===== config.mk =====
export PLATFORM = sky130hd
export DESIGN_NAME = fetch_queue
export DESIGN_NICKNAME = d
export VERILOG_FILES = /design/src/rtl/fetch_queue_pkg.sv /design/src/rtl/fetch_fifo.sv /design/src/rtl/fetch_queue.sv
export SDC_FILE = /design/constraint.sdc
export NUM_CORES = 1
export LEC_CHECK = 0
export ABC_AREA = 1
export BUFFER_PORTS_ARGS = -buffer_cell sky130_fd_sc_hd__buf_2
export CAP_MARGIN = 20
export CORE_MARGIN = 2
export CORE_UTILIZATION = 59
export DETAILED_ROUTE_END_ITERATION = 8
export PLACE_DENSITY = 0.8
export SETUP_SLACK_MARGIN = 0.3
export SYNTH_ARGS = -nofsm -noshare
export SYNTH_HDL_FRONTEND = slang
export SYNTH_SLANG_ARGS = --single-unit

===== constraint.sdc =====
create_clock -name clk -period 4.7 [get_ports clk]
set_clock_uncertainty 0.2 [all_clocks]
set_input_delay 0.47 -clock clk [delete_from_list [all_inputs] [get_ports clk]]
set_output_delay 0.47 -clock clk [all_outputs]
set_load 0.1 [all_outputs]

===== src/rtl/fetch_queue_pkg.sv =====
// Shared types and constants for the instruction fetch queue.
package fetch_queue_pkg;

    localparam int unsigned INSTR_BYTES = 4;
    localparam int unsigned PC_W        = 32;

    typedef struct packed {
        logic [PC_W-1:0] pc;
        logic [31:0]     instr;
    } fetch_entry_t;

endpackage


===== src/rtl/fetch_fifo.sv =====
// Circular FIFO with a synchronous flush. It holds both the list of in-flight fetch PCs and
// the decode-side instruction queue.
module fetch_fifo #(
    parameter int unsigned DEPTH = 4,
    parameter int unsigned WIDTH = 32
) (
    input  logic                   clk,
    input  logic                   reset_n,
    input  logic                   flush,
    input  logic                   push,
    input  logic [WIDTH-1:0]       wdata,
    input  logic                   pop,
    output logic [WIDTH-1:0]       rdata,
    output logic [$clog2(DEPTH):0] count
);

    localparam int unsigned PW = $clog2(DEPTH);

    logic [WIDTH-1:0] mem_q [DEPTH];
    logic [PW-1:0]    wptr_q, wptr_d;
    logic [PW-1:0]    rptr_q, rptr_d;
    logic [PW:0]      count_q, count_d;

    // DEPTH is a power of two, so the pointers wrap by plain overflow.
    always_comb begin
        wptr_d  = wptr_q;
        rptr_d  = rptr_q;
        count_d = count_q;
        if (flush) begin
            wptr_d  = '0;
            rptr_d  = '0;
            count_d = '0;
        end else begin
            if (push) wptr_d = wptr_q + PW'(1);
            if (pop)  rptr_d = rptr_q + PW'(1);
            case ({push, pop})
                2'b10:   count_d = count_q + (PW+1)'(1);
                2'b01:   count_d = count_q - (PW+1)'(1);
                default: count_d = count_q;
            endcase
        end
    end

    always_ff @(posedge clk or negedge reset_n) begin
        if (!reset_n) begin
            wptr_q  <= '0;
            rptr_q  <= '0;
            count_q <= '0;
        end else begin
            wptr_q  <= wptr_d;
            rptr_q  <= rptr_d;
            count_q <= count_d;
        end
    end

    always_ff @(posedge clk) begin
        if (push && !flush) mem_q[wptr_q] <= wdata;
    end

    assign rdata = mem_q[rptr_q];
    assign count = count_q;

endmodule


===== src/rtl/fetch_queue.sv =====
// Instruction fetch front-end: issues sequential fetches, queues returned instructions for
// decode, and discards responses belonging to requests issued before a redirect.
module fetch_queue
    import fetch_queue_pkg::*;
#(
    parameter int unsigned     XLEN     = 32,
    parameter int unsigned     DEPTH    = 4,
    parameter logic [XLEN-1:0] RESET_PC = '0
) (
    input  logic            clk,
    input  logic            reset_n,
    input  logic            redirect_i,
    input  logic [XLEN-1:0] redirect_pc_i,
    output logic            imem_req_valid_o,
    input  logic            imem_req_ready_i,
    output logic [XLEN-1:0] imem_req_addr_o,
    input  logic            imem_rsp_valid_i,
    input  logic [31:0]     imem_rsp_data_i,
    output logic            dec_valid_o,
    input  logic            dec_ready_i,
    output logic [XLEN-1:0] dec_pc_o,
    output logic [31:0]     dec_instr_o
);

    localparam int unsigned CW = $clog2(DEPTH);

    logic [XLEN-1:0] fetch_pc_q, fetch_pc_d;
    logic [CW:0]     drop_q, drop_d;
    logic [CW:0]     q_count, outstanding;
    logic [XLEN-1:0] rsp_pc;
    fetch_entry_t    wr_entry, head;
    logic            req_fire, rsp_valid, rsp_keep, pop;

    // Never ask for more than the queue can absorb once everything in flight returns.
    assign imem_req_valid_o = reset_n && !redirect_i &&
                              (32'(q_count) + 32'(outstanding) < DEPTH);
    assign imem_req_addr_o  = fetch_pc_q;
    assign req_fire         = imem_req_valid_o && imem_req_ready_i;

    // A response with nothing outstanding belongs to a request abandoned by reset.
    assign rsp_valid = imem_rsp_valid_i && (outstanding != '0);
    assign rsp_keep  = rsp_valid && !redirect_i && (drop_q == '0);
    assign pop       = dec_valid_o && dec_ready_i;

    always_comb begin
        fetch_pc_d = fetch_pc_q;
        if (redirect_i) begin
            fetch_pc_d = redirect_pc_i & ~XLEN'(INSTR_BYTES - 1);
        end else if (req_fire) begin
            fetch_pc_d = fetch_pc_q + XLEN'(INSTR_BYTES);
        end
    end

    // Everything still in flight at a redirect is stale; a response in that same cycle is
    // already being dropped, so it is not counted again.
    always_comb begin
        drop_d = drop_q;
        if (redirect_i) begin
            drop_d = outstanding - (CW+1)'(rsp_valid);
        end else if (rsp_valid && (drop_q != '0)) begin
            drop_d = drop_q - (CW+1)'(1);
        end
    end

    always_ff @(posedge clk or negedge reset_n) begin
        if (!reset_n) begin
            fetch_pc_q <= RESET_PC;
            drop_q     <= '0;
        end else begin
            fetch_pc_q <= fetch_pc_d;
            drop_q     <= drop_d;
        end
    end

    always_comb begin
        wr_entry       = '0;
        wr_entry.pc    = PC_W'(rsp_pc);
        wr_entry.instr = imem_rsp_data_i;
    end

    // Every response, kept or dropped, retires its PC so the list stays in request order.
    fetch_fifo #(
        .DEPTH (DEPTH),
        .WIDTH (XLEN)
    ) u_pc_fifo (
        .clk     (clk),
        .reset_n (reset_n),
        .flush   (1'b0),
        .push    (req_fire),
        .wdata   (fetch_pc_q),
        .pop     (rsp_valid),
        .rdata   (rsp_pc),
        .count   (outstanding)
    );

    fetch_fifo #(
        .DEPTH (DEPTH),
        .WIDTH ($bits(fetch_entry_t))
    ) u_data_fifo (
        .clk     (clk),
        .reset_n (reset_n),
        .flush   (redirect_i),
        .push    (rsp_keep),
        .wdata   (wr_entry),
        .pop     (pop),
        .rdata   (head),
        .count   (q_count)
    );

    assign dec_valid_o = (q_count != '0);
    assign dec_pc_o    = XLEN'(head.pc);
    assign dec_instr_o = head.instr;

endmodule


---- Yosys cells after proc, flatten, opt, wreduce, memory -nomap -nowiden ----
Memories as Yosys holds them, arrays and structs flattened.
Index checks and enable logic that the tools add are counted.
cells by class
  add/subtract/negate cells ............... 12
  magnitude comparators ................... 1
  eq/ne operators ......................... 4
  multiplexer cells ....................... 15
  reductions and logical operators ........ 20
operators by type and width
  operator                                             number
  2-to-1 mux 32 bit                                    2
  adder 32 x 3 -> 32 bit, second input constant        1
  case mux 3 bit (2 select lines)                      2
  nonzero test 3 bit                                   4
  nonzero test 2 bit                                   5
  logical AND 1 bit                                    9
  2-to-1 mux 3 bit                                     3
  subtractor 3 x 1 -> 3 bit, second input constant     3
  adder 2 x 1 -> 2 bit, second input constant          4
  2-to-1 mux 2 bit                                     4
  adder 3 x 1 -> 3 bit, second input constant          2
  adder 3 x 3 -> 4 bit                                 1
  equality test 2 x 1 -> 1 bit, second input constant  2
  equality test 2 bit, second input constant           2
  < comparator 4 x 3 -> 1 bit, second input constant   1
  2-to-1 mux 1 bit                                     4
  zero test 3 bit                                      1
  subtractor 3 x 1 -> 3 bit                            1
  zero test 1 bit                                      1
storage, ports and cells
  flip-flop bits (word level) ............. 49
  RAM bits ................................ 384
  output and inout bits ................... 98
  memories kept ........................... 2
memory list
  memory             depth  width  rd ports  clocked after Yosys merged registers in  write ports  RTL line          text
  u_data_fifo.mem_q  4      64     1         0                                        1            fetch_fifo.sv:19  logic [WIDTH-1:0] mem_q [DEPTH];
  u_pc_fifo.mem_q    4      32     1         0                                        1            fetch_fifo.sv:19

---- Depth between registers and ports, before layout ----
  depth after elaboration ................. 7
  depth in mapped cells ................... 13
  depth with buffers taken out ............ 13

---- Modules after synthesis ----
From an unflattened synthesis, not the netlist that was laid out.
unflattened totals
  cells, all modules ...................... 1468
  area total of the unflattened synthesis .. 17694.5 um^2
modules (own cells, without submodules)
  module                    instances  cells an instance  area an instance (um^2)  seq. area each (um^2)
  fetch_fifo (u_data_fifo)  1          679                9920.8                   7862.5
  fetch_fifo (u_pc_fifo)    1          369                5176.2                   4018.9
  fetch_queue               1          420                2597.5                   825.8

---- Worst setup path after synthesis ----
OpenSTA, ideal clock, no wires.
  kind .................................... in2reg
  start ................................... in redirect_i
  end ..................................... mem u_data_fifo.mem_q[0][0] in the netlist's numbering, enable pin
  library setup time ...................... 0.482 ns
  data arrival time ....................... 3.640 ns
  data required time ...................... 4.018 ns
  setup slack ............................. 0.378 ns
  stages on the path ...................... 6
  path buffers ............................ 1
  cell sequence ........................... buf_6 inv_2 nand3_1 nor2_2 inv_2 nor2_1
between the ends
  word-level cells in the longest chain between the ends .. 6
RTL lines
  item                                      RTL line                             text
  from (decl)                               fetch_queue.sv:12                    input logic redirect_i,
  zero test 1 bit *                         fetch_fifo.sv:57, fetch_queue.sv:42
  logical AND 1 bit (2 in a row)            fetch_queue.sv:42                    assign rsp_keep = rsp_valid && !redirect_i && (drop_q == '0);
  logical AND 1 bit *                       fetch_fifo.sv:57                     if (push && !flush) mem_q[wptr_q] <= wdata;
  2-to-1 mux 1 bit *                        fetch_fifo.sv:57
  2-to-1 mux 1 bit (not written as such) *  fetch_fifo.sv:57
  to (decl)                                 fetch_fifo.sv:19
Mark *: on every way between the ends. The rest lies on a longest branch, timed or not.

---- Final worst setup path ----
  start ................................... reg u_data_fifo.rptr_q[0]
  end ..................................... out dec_instr_o[13]
between the ends
  word-level cells in the longest chain between the ends .. 1
RTL lines
  item                    RTL line           text
  from (decl)             fetch_fifo.sv:21   logic [PW-1:0] rptr_q, rptr_d;
  from (signal assigned)  fetch_fifo.sv:51   rptr_q <= rptr_d;
  memory (4 x 64 bit)     n/a
  to (decl)               fetch_queue.sv:22  output logic [31:0] dec_instr_o
No other way between the ends.

==> run_results.csv <==
group,metric,value,unit
status,outcome,"finished clean",
place,dp_hpwl,21.5,mm
sta,fmax,248,MHz
place,port_buffers,161,
sta,hold_viol_final,0,
clocking,cts_hold_buffers,45,
route,wl_per_cell,18.3,um
critical_path,required,4.03,ns
synth,synth_cell_types,32,
critical_path,path_buf_inv,3,
clocking,clk_pin_slew,0.06,ns
synth,yosys_warnings,0,
clocking,cts_htree_levels,2,
clocking,cts_buffer_depth,3,
global_routing,track_usage,0.247,
place,place_ws,1.32,ns
synth,seq_area_frac_synth,0.718,
layout,layout_commonest_cell,"edfxtp_1",
critical_path,setup.worst_path.end_class,"primary output",
floorplanning,die_width,174,um
synth,synth_area_per_cell,11.9,sq um
sta,rsz0062_at_grt,"false",
sta,slew_violations,0,
synth,ys_top_cells_by_area,"edfxtp_1, dfrtp_1, o21ai_0, nor2_1, nand2_1",
layout,syn_to_final_growth,17.4,%
floorplanning,start_util,0.596,
critical_path,critPathMaxFanout,66,
layout,nFillCells,1955,
route,drt-total-wl,37.5,mm
layout,final_util,0.700,
clocking,tritoncts,"yes",
critical_path,cpPeakStageDelay,0.80,ns
critical_path,cp_top_family,"buffers and inverters",
global_routing,overflow,0,
clocking,numCtsBuffers,41,
layout,diodes,0,
clocking,ctsResizeCount,0,
synth,synthCells,1434,
power,p_leak,7.40,nW
clocking,clock-sinks,415,
floorplanning,core,28500,sq um
sta,worst_slack,0.674,ns
critical_path,worstPathArrival,3.36,ns
layout,stdcell_count,2043,
synth,synthDominantCellAreaShare,0.649,
sta,worstMarginPinSlew,0.917,ns
floorplanning,die_area,30200,sq um
power,peakVddDrop,406,uV
route,drc,0,
power,p_per_area,620,nW/um^2
flow_run,maxCapViolCount,0,
min_path,holdCritPathClass,"in -> reg",
route,ant_nets,0,
clocking,clk_latency,0.52,ns
place,routabilityCongestion,0.914,
global_routing,grt_max_degree,73,
sta,whs,0.0328,ns
sta,setup_viol,0,
place,place_inst,1924,
critical_path,crit_chain,"clkinv_2 > buf_12 > o21ai_0 > o22ai_1 > buf_2",
clocking,cts_root_buf,"clkbuf_16",
critical_path,crit_path_start_kind,"register",
sta,slew_headroom,0.388,
sta,tns,0,ns
layout,drive_gt1_frac,0.160,
sta,post-route-period-util,0.857,
floorplanning,rows,62,
clocking,postCtsSetupRepairBufs,0,
global_routing,antenna_found_initial,0,
global_routing,grt_first_pass_wirelength,59.1,mm
floorplanning,design.portCount,168,
route,avgViaCountPerCell,5.73,
floorplanning,fp.dieH,174,um
synth,synth.ff_latch_count,415,
sta,finalCriticalPeriod,4.03,ns
layout,fin_nets,1716,
critical_path,crit_type,"reg -> out",
synth,synth_top_area_cell,"edfxtp_1",
route,drt-initial-drc-count,1182,
route,route.vias.total,11700,
critical_path,cpMaxStageDelayCell,"dfrtp_4",
global_routing,grt_pass1_vias,11400,
layout,final_cell_mix,"edfxtp_1, nor2_1, nand2_1",
synth,syn_area,17000,sq um
route,drt_first_pass_iters,5,
-- metal layers --
layer,part of all wire,track usage
met5,0,0
met2,0.49,0.418
met1,0.41,0.336
met4,0.019,0.0686
met3,0.080,0.0410
-- synth_stat cells, drive strengths merged --
cell	number
clkinv	3
o21ai	194
edfxtp	368
buf	25
a21oi	1
o21bai	3
nor2	260
dfrtp	47
fa	2
xor2	10
nor3	1
a21boi	1
nand3	56
o22ai	92
nand4	7
o211ai	3
or2	2
ha	16
xnor2	8
nand3b	1
conb	1
clkbuf	52
inv	68
nand2	213
-- final cells by class --
type                            instances  area, sq um  area share
Sequential cell                       415        12200       0.612
Multi-Input combinational cell        874         4220       0.211
Tap cell                              384          480      0.0240
Timing Repair Buffer                  225         1460      0.0731
Inverter                               71          268      0.0134
Clock inverter                         22          209      0.0105
Clock buffer                           52         1110      0.0555
-- path summary, 6_finish.rpt --
kind,end,startpoint,depth (start not counted),slack [ns]
worst max-delay path,dec_instr_o[13],u_data_fifo.rptr_q[0]$_DFFE_PN0P_,5,0.67
worst min-delay path,imem_req_addr_o[21]$_DFFE_PN0P_,redirect_pc_i[21],5,0.03
min in group asynchronous,imem_req_addr_o[28]$_DFFE_PN0P_,reset_n,3,0.44
max in group asynchronous,u_data_fifo.rptr_q[0]$_DFFE_PN0P_,reset_n,3,3.39
worst min register to register,u_pc_fifo.count[0]$_DFFE_PN0P_,u_pc_fifo.count[0]$_DFFE_PN0P_,1,0.32
worst max register to register,u_data_fifo.rptr_q[1]$_DFFE_PN0P_,u_data_fifo.rptr_q[0]$_DFFE_PN0P_,5,1.82
-- kinds of logic (layout without fill, tap and decap cells) --
family                     after synthesis  after routing  share of synthesized area
and+or+nand+nor                        540            540                      0.127
DFF                                    415            415                      0.718
AOI/OAI and AO/OA                      294            294                     0.0942
buffers and inverters                  148            370                     0.0368
adders and majority gates               18             18                     0.0141
xor gates and xnor gates                18             18                    0.00926
other                                    1              4                   0.000220
-- power breakdown --
group	total (mW)	internal [mW]	switching [mW]
combinational	4.37	0.797	3.57
sequential	4.85	4.53	0.313
clock	3.18	1.89	1.29
total	12.4	7.22	5.17
-- sequential cells by signal, summed over array words and instances (netlist names), 3 cells and up --
name,flops
u_data_fifo.mem_q,248
u_pc_fifo.mem_q,120
imem_req_addr_o,30
drop_q,3
u_data_fifo.count,3
u_pc_fifo.count,3
-- worst min-delay path, cell delays in order --
cell     delay (ns)
buf_2          0.07
nand2_1        0.04
nand2_1        0.05
inv_1          0.03
nand2_1        0.05
-- metrics by stage --
step	area, sq um	total power [mW]
after floorplan	17000	8.30
after global placement	18200	9.09
after detailed placement	18200	9.22
after CTS	20000	12.4
after global routing	20000	12.9
final	20000	12.4
(Power assumes the default switching activity.)
